`src/rtl/speck_decrypt_core.sv`:
```
`default_nettype none
// ============================================================================
// Module      : speck_decrypt_core
// Description : Iterative SPECK64/128 decryption engine. Expands the 128-bit
//               key into a 27-entry round-key store (one step per clock),
//               then applies the inverse rounds from last to first, one per
//               clock. The stored schedule can be reused across blocks.
// Revision    : 1.0 - initial release
// ============================================================================
module speck_decrypt_core #(
    parameter int ROUNDS = 27,
    parameter int ALPHA  = 8,
    parameter int BETA   = 3
) (
    input  logic         clk,
    input  logic         reset_1,
    input  logic         start,
    input  logic         reuse_key,
    input  logic [63:0]  cipher_in,
    input  logic [127:0] key_in,
    output logic [63:0]  plain_out,
    output logic         busy,
    output logic         done,
    output logic         keys_valid
);

    localparam int                 c_cnt_w      = $clog2(ROUNDS);
    localparam logic [c_cnt_w-1:0] c_last_round = c_cnt_w'(ROUNDS - 1);

    typedef enum logic [1:0] {
        S_IDLE    = 2'd0,
        S_EXPAND  = 2'd1,
        S_DECRYPT = 2'd2,
        S_DONE    = 2'd3
    } state_t;

    state_t               r_state;
    state_t               w_next_state;

    logic [31:0]          r_x;
    logic [31:0]          r_y;
    logic [31:0]          r_k;
    logic [31:0]          r_l0;
    logic [31:0]          r_l1;
    logic [31:0]          r_l2;
    logic [c_cnt_w-1:0]   r_cnt;
    logic [31:0]          r_rk [0:ROUNDS-1];
    logic [63:0]          r_plain;
    logic                 r_busy;
    logic                 r_done;
    logic                 r_keys_valid;

    logic                 w_reuse;
    logic                 w_last_step;
    logic                 w_cnt_zero;
    logic [31:0]          w_l_new;
    logic [31:0]          w_k_next;
    logic [31:0]          w_rk;
    logic [31:0]          w_y_new;
    logic [31:0]          w_x_new;

    function automatic logic [31:0] ror32(input logic [31:0] v, input int amt);
        return (v >> amt) | (v << (32 - amt));
    endfunction

    function automatic logic [31:0] rol32(input logic [31:0] v, input int amt);
        return (v << amt) | (v >> (32 - amt));
    endfunction

    // A reuse request is honoured only when a complete schedule is stored.
    assign w_reuse     = reuse_key & r_keys_valid;
    assign w_last_step = (r_cnt == c_last_round);
    assign w_cnt_zero  = (r_cnt == '0);

    // Key schedule step: l is a 3-word queue, r_l0 is the oldest word l[i].
    assign w_l_new  = (r_k + ror32(r_l0, ALPHA)) ^ 32'(r_cnt);
    assign w_k_next = rol32(r_k, BETA) ^ w_l_new;

    // Inverse round using the round key selected by the descending counter.
    assign w_rk    = r_rk[r_cnt];
    assign w_y_new = ror32(r_x ^ r_y, BETA);
    assign w_x_new = rol32((r_x ^ w_rk) - w_y_new, ALPHA);

    // State register.
    always_ff @(posedge clk or posedge reset_1) begin
        if (reset_1) begin
            r_state <= S_IDLE;
        end else begin
            r_state <= w_next_state;
        end
    end

    // Next-state logic; start is only looked at while idle.
    always_comb begin
        w_next_state = r_state;
        case (r_state)
            S_IDLE: begin
                if (start) begin
                    w_next_state = w_reuse ? S_DECRYPT : S_EXPAND;
                end
            end
            S_EXPAND: begin
                if (w_last_step) begin
                    w_next_state = S_DECRYPT;
                end
            end
            S_DECRYPT: begin
                if (w_cnt_zero) begin
                    w_next_state = S_DONE;
                end
            end
            S_DONE: begin
                w_next_state = S_IDLE;
            end
            default: begin
                w_next_state = S_IDLE;
            end
        endcase
    end

    // Datapath, round counter and registered status outputs.
    always_ff @(posedge clk or posedge reset_1) begin
        if (reset_1) begin
            r_x          <= '0;
            r_y          <= '0;
            r_k          <= '0;
            r_l0         <= '0;
            r_l1         <= '0;
            r_l2         <= '0;
            r_cnt        <= '0;
            r_plain      <= '0;
            r_busy       <= 1'b0;
            r_done       <= 1'b0;
            r_keys_valid <= 1'b0;
        end else begin
            r_done <= 1'b0;
            case (r_state)
                S_IDLE: begin
                    if (start) begin
                        r_x    <= cipher_in[63:32];
                        r_y    <= cipher_in[31:0];
                        r_busy <= 1'b1;
                        if (w_reuse) begin
                            r_cnt <= c_last_round;
                        end else begin
                            r_k          <= key_in[31:0];
                            r_l0         <= key_in[63:32];
                            r_l1         <= key_in[95:64];
                            r_l2         <= key_in[127:96];
                            r_keys_valid <= 1'b0;
                            r_cnt        <= '0;
                        end
                    end
                end
                S_EXPAND: begin
                    r_k  <= w_k_next;
                    r_l0 <= r_l1;
                    r_l1 <= r_l2;
                    r_l2 <= w_l_new;
                    if (w_last_step) begin
                        r_keys_valid <= 1'b1;
                        r_cnt        <= c_last_round;
                    end else begin
                        r_cnt <= r_cnt + 1'b1;
                    end
                end
                S_DECRYPT: begin
                    r_x <= w_x_new;
                    r_y <= w_y_new;
                    if (!w_cnt_zero) begin
                        r_cnt <= r_cnt - 1'b1;
                    end
                end
                S_DONE: begin
                    r_plain <= {r_x, r_y};
                    r_done  <= 1'b1;
                    r_busy  <= 1'b0;
                end
                default: begin
                    r_busy <= 1'b0;
                end
            endcase
        end
    end

    // Round-key store; contents are qualified by keys_valid, so no reset.
    always_ff @(posedge clk) begin
        if (r_state == S_EXPAND) begin
            r_rk[r_cnt] <= r_k;
        end
    end

    assign plain_out  = r_plain;
    assign busy       = r_busy;
    assign done       = r_done;
    assign keys_valid = r_keys_valid;

endmodule
`default_nettype wire

```
`config.mk`:
```
export PLATFORM = sky130hd
export DESIGN_NAME = speck_decrypt_core
export DESIGN_NICKNAME = d
export VERILOG_FILES = /design/src/rtl/speck_decrypt_core.sv
export SDC_FILE = /design/constraint.sdc
export NUM_CORES = 2
export LEC_CHECK = 0
export ABC_AREA = 1
export BUFFER_PORTS_ARGS = -buffer_cell sky130_fd_sc_hd__buf_2
export CAP_MARGIN = 0
export CELL_PAD_IN_SITES_DETAIL_PLACEMENT = 2
export CELL_PAD_IN_SITES_GLOBAL_PLACEMENT = 2
export CORE_MARGIN = 1.5
export CORE_UTILIZATION = 44
export CTS_CLUSTER_DIAMETER = 60
export CTS_CLUSTER_SIZE = 20
export DETAILED_ROUTE_END_ITERATION = 10
export PLACE_DENSITY = 0.89
export SLEW_MARGIN = 20
export SYNTH_ARGS = -nofsm -noshare
export SYNTH_HDL_FRONTEND = slang
export SYNTH_SLANG_ARGS = --single-unit
```
`constraint.sdc`:
```
create_clock -name clk -period 24.8 [get_ports clk]
set_clock_uncertainty 0.2 [all_clocks]
set_input_delay 4.96 -clock clk [delete_from_list [all_inputs] [get_ports clk]]
set_output_delay 4.96 -clock clk [all_outputs]
set_load 0.01 [all_outputs]
```
==> impl_metrics.json <==
{
  "outcome": "finished with violations",
  "violations": "max-capacitance violations, max-slew violations",
  "power_switching_mw": 3.58,
  "end_kind": "flip-flop",
  "synth_compound_area_frac": 0.116,
  "nNetsFinal": 5438,
  "required_ns": 25.13,
  "ff_latch_area_mm2": 0.0326,
  "die_area_mm2": 0.118,
  "nFillCells": 11600,
  "post_drt_wl_per_cell_um": 39.3,
  "insertion_delay_ns": 0.78,
  "die_width_um": 343,
  "power_density_mw_per_mm2": 134,
  "power_frac_clock": 0.248,
  "clk_pin_slew_ns": 0.08,
  "min_path_type": "reg2reg",
  "core_area_mm2": 0.115,
  "synth-main-ff-cell": "edfxtp_1",
  "r2r_cells": 23,
  "synth_simple_gate_area_share": 0.164,
  "hold_ws_ns": 0.281,
  "cts_made_buffers": 109,
  "cp_max_fo": 92,
  "clkSinkCount": 1130,
  "place_inst": 6568,
  "clock.fmax_mhz": 127,
  "syn_area_mm2": 0.0510,
  "htree_levels": 3,
  "syn_inst": 4969,
  "finalMaxSlewViolations": 2,
  "cts_max_path_buffers": 3,
  "grt-ovfl-total": 0,
  "hold_viol": 0,
  "routed_wl_um": 267000,
  "grt_start_max_net_pins": 176,
  "power_frac_seq": 0.357,
  "clockRootBuffer": "clkbuf_16",
  "synth-seq-area-share": 0.640,
  "synth_adder_area_share": 0.0185,
  "post_cts_buffers": 0,
  "die_height_um": 343,
  "intPower_mw": 4.14,
  "cts_tree": "done",
  "period_needed_ns": 7.89,
  "timing.critical_path.to": "r_k[5]",
  "io_buffer_count": 262,
  "drc": 0,
  "multiInputGateArea_mm2": 0.0163,
  "layout_common_cells": "nand2_1, edfxtp_1, nor2_1",
  "dr.pass1.iters": 5,
  "critPathKind": "in2reg",
  "fin_util": 0.503,
  "cts_resized": 0,
  "rr_startpoint": "r_cnt[1]",
  "track_usage": 0.419,
  "yosysUniqueCellTypes": 49,
  "viasPerCell": 6.79,
  "synthArstFlopShare": 0.235,
  "synthMuxAreaShare": 0.00157,
  "synthesis.nets": 5239,
  "p_leak_nw": 22.4,
  "area_growth_pct": 13.1,
  "synth_top_family_by_area": "simple AND/OR/NAND/NOR gates",
  "dpl.hpwl_um": 143000,
  "antenna_found_initial": 8,
  "crit_arrival_ns": 8.22,
  "worst_setup_path_start_kind": "input pin",
  "drtIter0Drc": 5844,
  "tightest_slew_ns": 1.73,
  "final.period_utilization": 0.318,
  "critical_path.startpoint": "start",
  "ys_ff_latch": 1130,
  "layout_commonest_cell": "nand2_1",
  "maxCapViolations": 1,
  "post-place-ws_ns": 16.96,
  "start_util": 0.444,
  "via_count": 46100,
  "layout-drive-gt1-share": 0.115,
  "syn_area_per_cell_um2": 10.3,
  "synth_edf_count": 864,
  "hold_buffers": 0,
  "reg2reg_slack_ns": 17.35,
  "tns_ns": 0,
  "ir_drop_uv": 85.7,
  "ant_nets": 0,
  "instances_no_fill": 6782,
  "ys_warn_count": 0,
  "regToRegEndpoint": "r_x[4]",
  "fin_ws_ns": 16.91,
  "finalSetupViolations": 0,
  "grt_pass1_wl_um": 356000,
  "gp_congestion": 0.922,
  "io_pins": 263,
  "grt_pass1_vias": 49000,
  "synthXorXnorAreaFrac": 0.0163,
  "rsz0062_at_grt": "no",
  "rows": 124,
  "netSwitchingFraction": 0.464,
  "slew_headroom": -0.167,
  "power_frac_comb": 0.394
}
-- Yosys cell counts (58+ instances only) --
library cell / instances / area, um2
edfxtp_1: 864 / 25900
ha_1: 72 / 901
o21ai_0: 515 / 2580
inv_1: 237 / 890
a21oi_1: 145 / 726
o22ai_1: 174 / 1090
nor2_1: 712 / 2670
dfrtp_1: 266 / 6660
buf_2: 58 / 290
nand2_1: 1124 / 4220
nand3_1: 174 / 871
clkbuf_1: 141 / 529
-- sequential cells by signal, indices dropped and copies added, names as in the netlist --
name        count
r_x            32
r_l0           32
r_l1           32
plain_out      64
busy            1
r_l2           32
keys_valid      1
r_k            32
r_state         2
done            1
r_rk          864
r_y            32
r_cnt           5
-- power groups by stage --
stage,registers [mW],clock network [mW],logic (mW)
6_report,2.76,1.92,3.05
5_1_grt,2.75,1.97,3.12
4_1_cts,2.72,1.88,2.77
3_5_place_dp,2.74,0,2.53
3_3_place_gp,2.71,0,2.24
2_1_floorplan,2.67,0,1.49
-- worst min path at each step --
stage,startpoint,endpoint,cells after the start
after floorplan,r_l2[19],r_l2[19],2
after global placement,plain_out[13],plain_out[13],2
after detailed placement,plain_out[25],plain_out[25],2
after CTS,plain_out[9],plain_out[9],2
after global routing,plain_out[7],plain_out[7],2
final,plain_out[9],plain_out[9],2
-- layout make-up --
class / instances / area share
diodes: 7 / 0.000304
inverters: 247 / 0.0164
well taps: 1512 / 0.0328
multi-input cells: 3330 / 0.283
clock inverters: 87 / 0.0176
clock buffers: 119 / 0.0488
flip-flops and latches: 1130 / 0.566
repair buffers: 350 / 0.0350
-- logic make-up (layout without fill, tap and decap cells) --
logic type / after synthesis / after routing
and+or+nand+nor: 2105 / 2105
DFF: 1130 / 1130
AOI/OAI and AO/OA: 1048 / 1048
buffers and inverters: 509 / 803
xor gates and xnor gates: 95 / 95
adders and majority gates: 74 / 74
muxes: 8 / 8
other: 0 / 7
-- critical path, cell delays in order --
cell	delay (ns)
buf_2	0.10
nand2_1	0.10
inv_1	0.14
nand2_1	0.07
buf_4	0.23
o21ai_4	0.12
buf_4	0.75
o21ai_0	0.28
o21ai_0	1.39
-- per-layer routing --
metal  track usage  share of wire  routed length [um]
met3        0.0916          0.091               24400
met2         0.697           0.47              125000
met1         0.466           0.33               89000
met4         0.334           0.10               27900
met5             0       0.000079                  21
-- stage by stage --
| step | power, mW | cell area, um2 |
|---|---|---|
| after detailed placement | 5.27 | 53800 |
| after floorplan | 4.16 | 51000 |
| after global routing | 7.84 | 57600 |
| final | 7.73 | 57700 |
| after global placement | 4.95 | 53800 |
| after CTS | 7.37 | 57600 |
No activity file was read; power rests on OpenSTA's default activity.
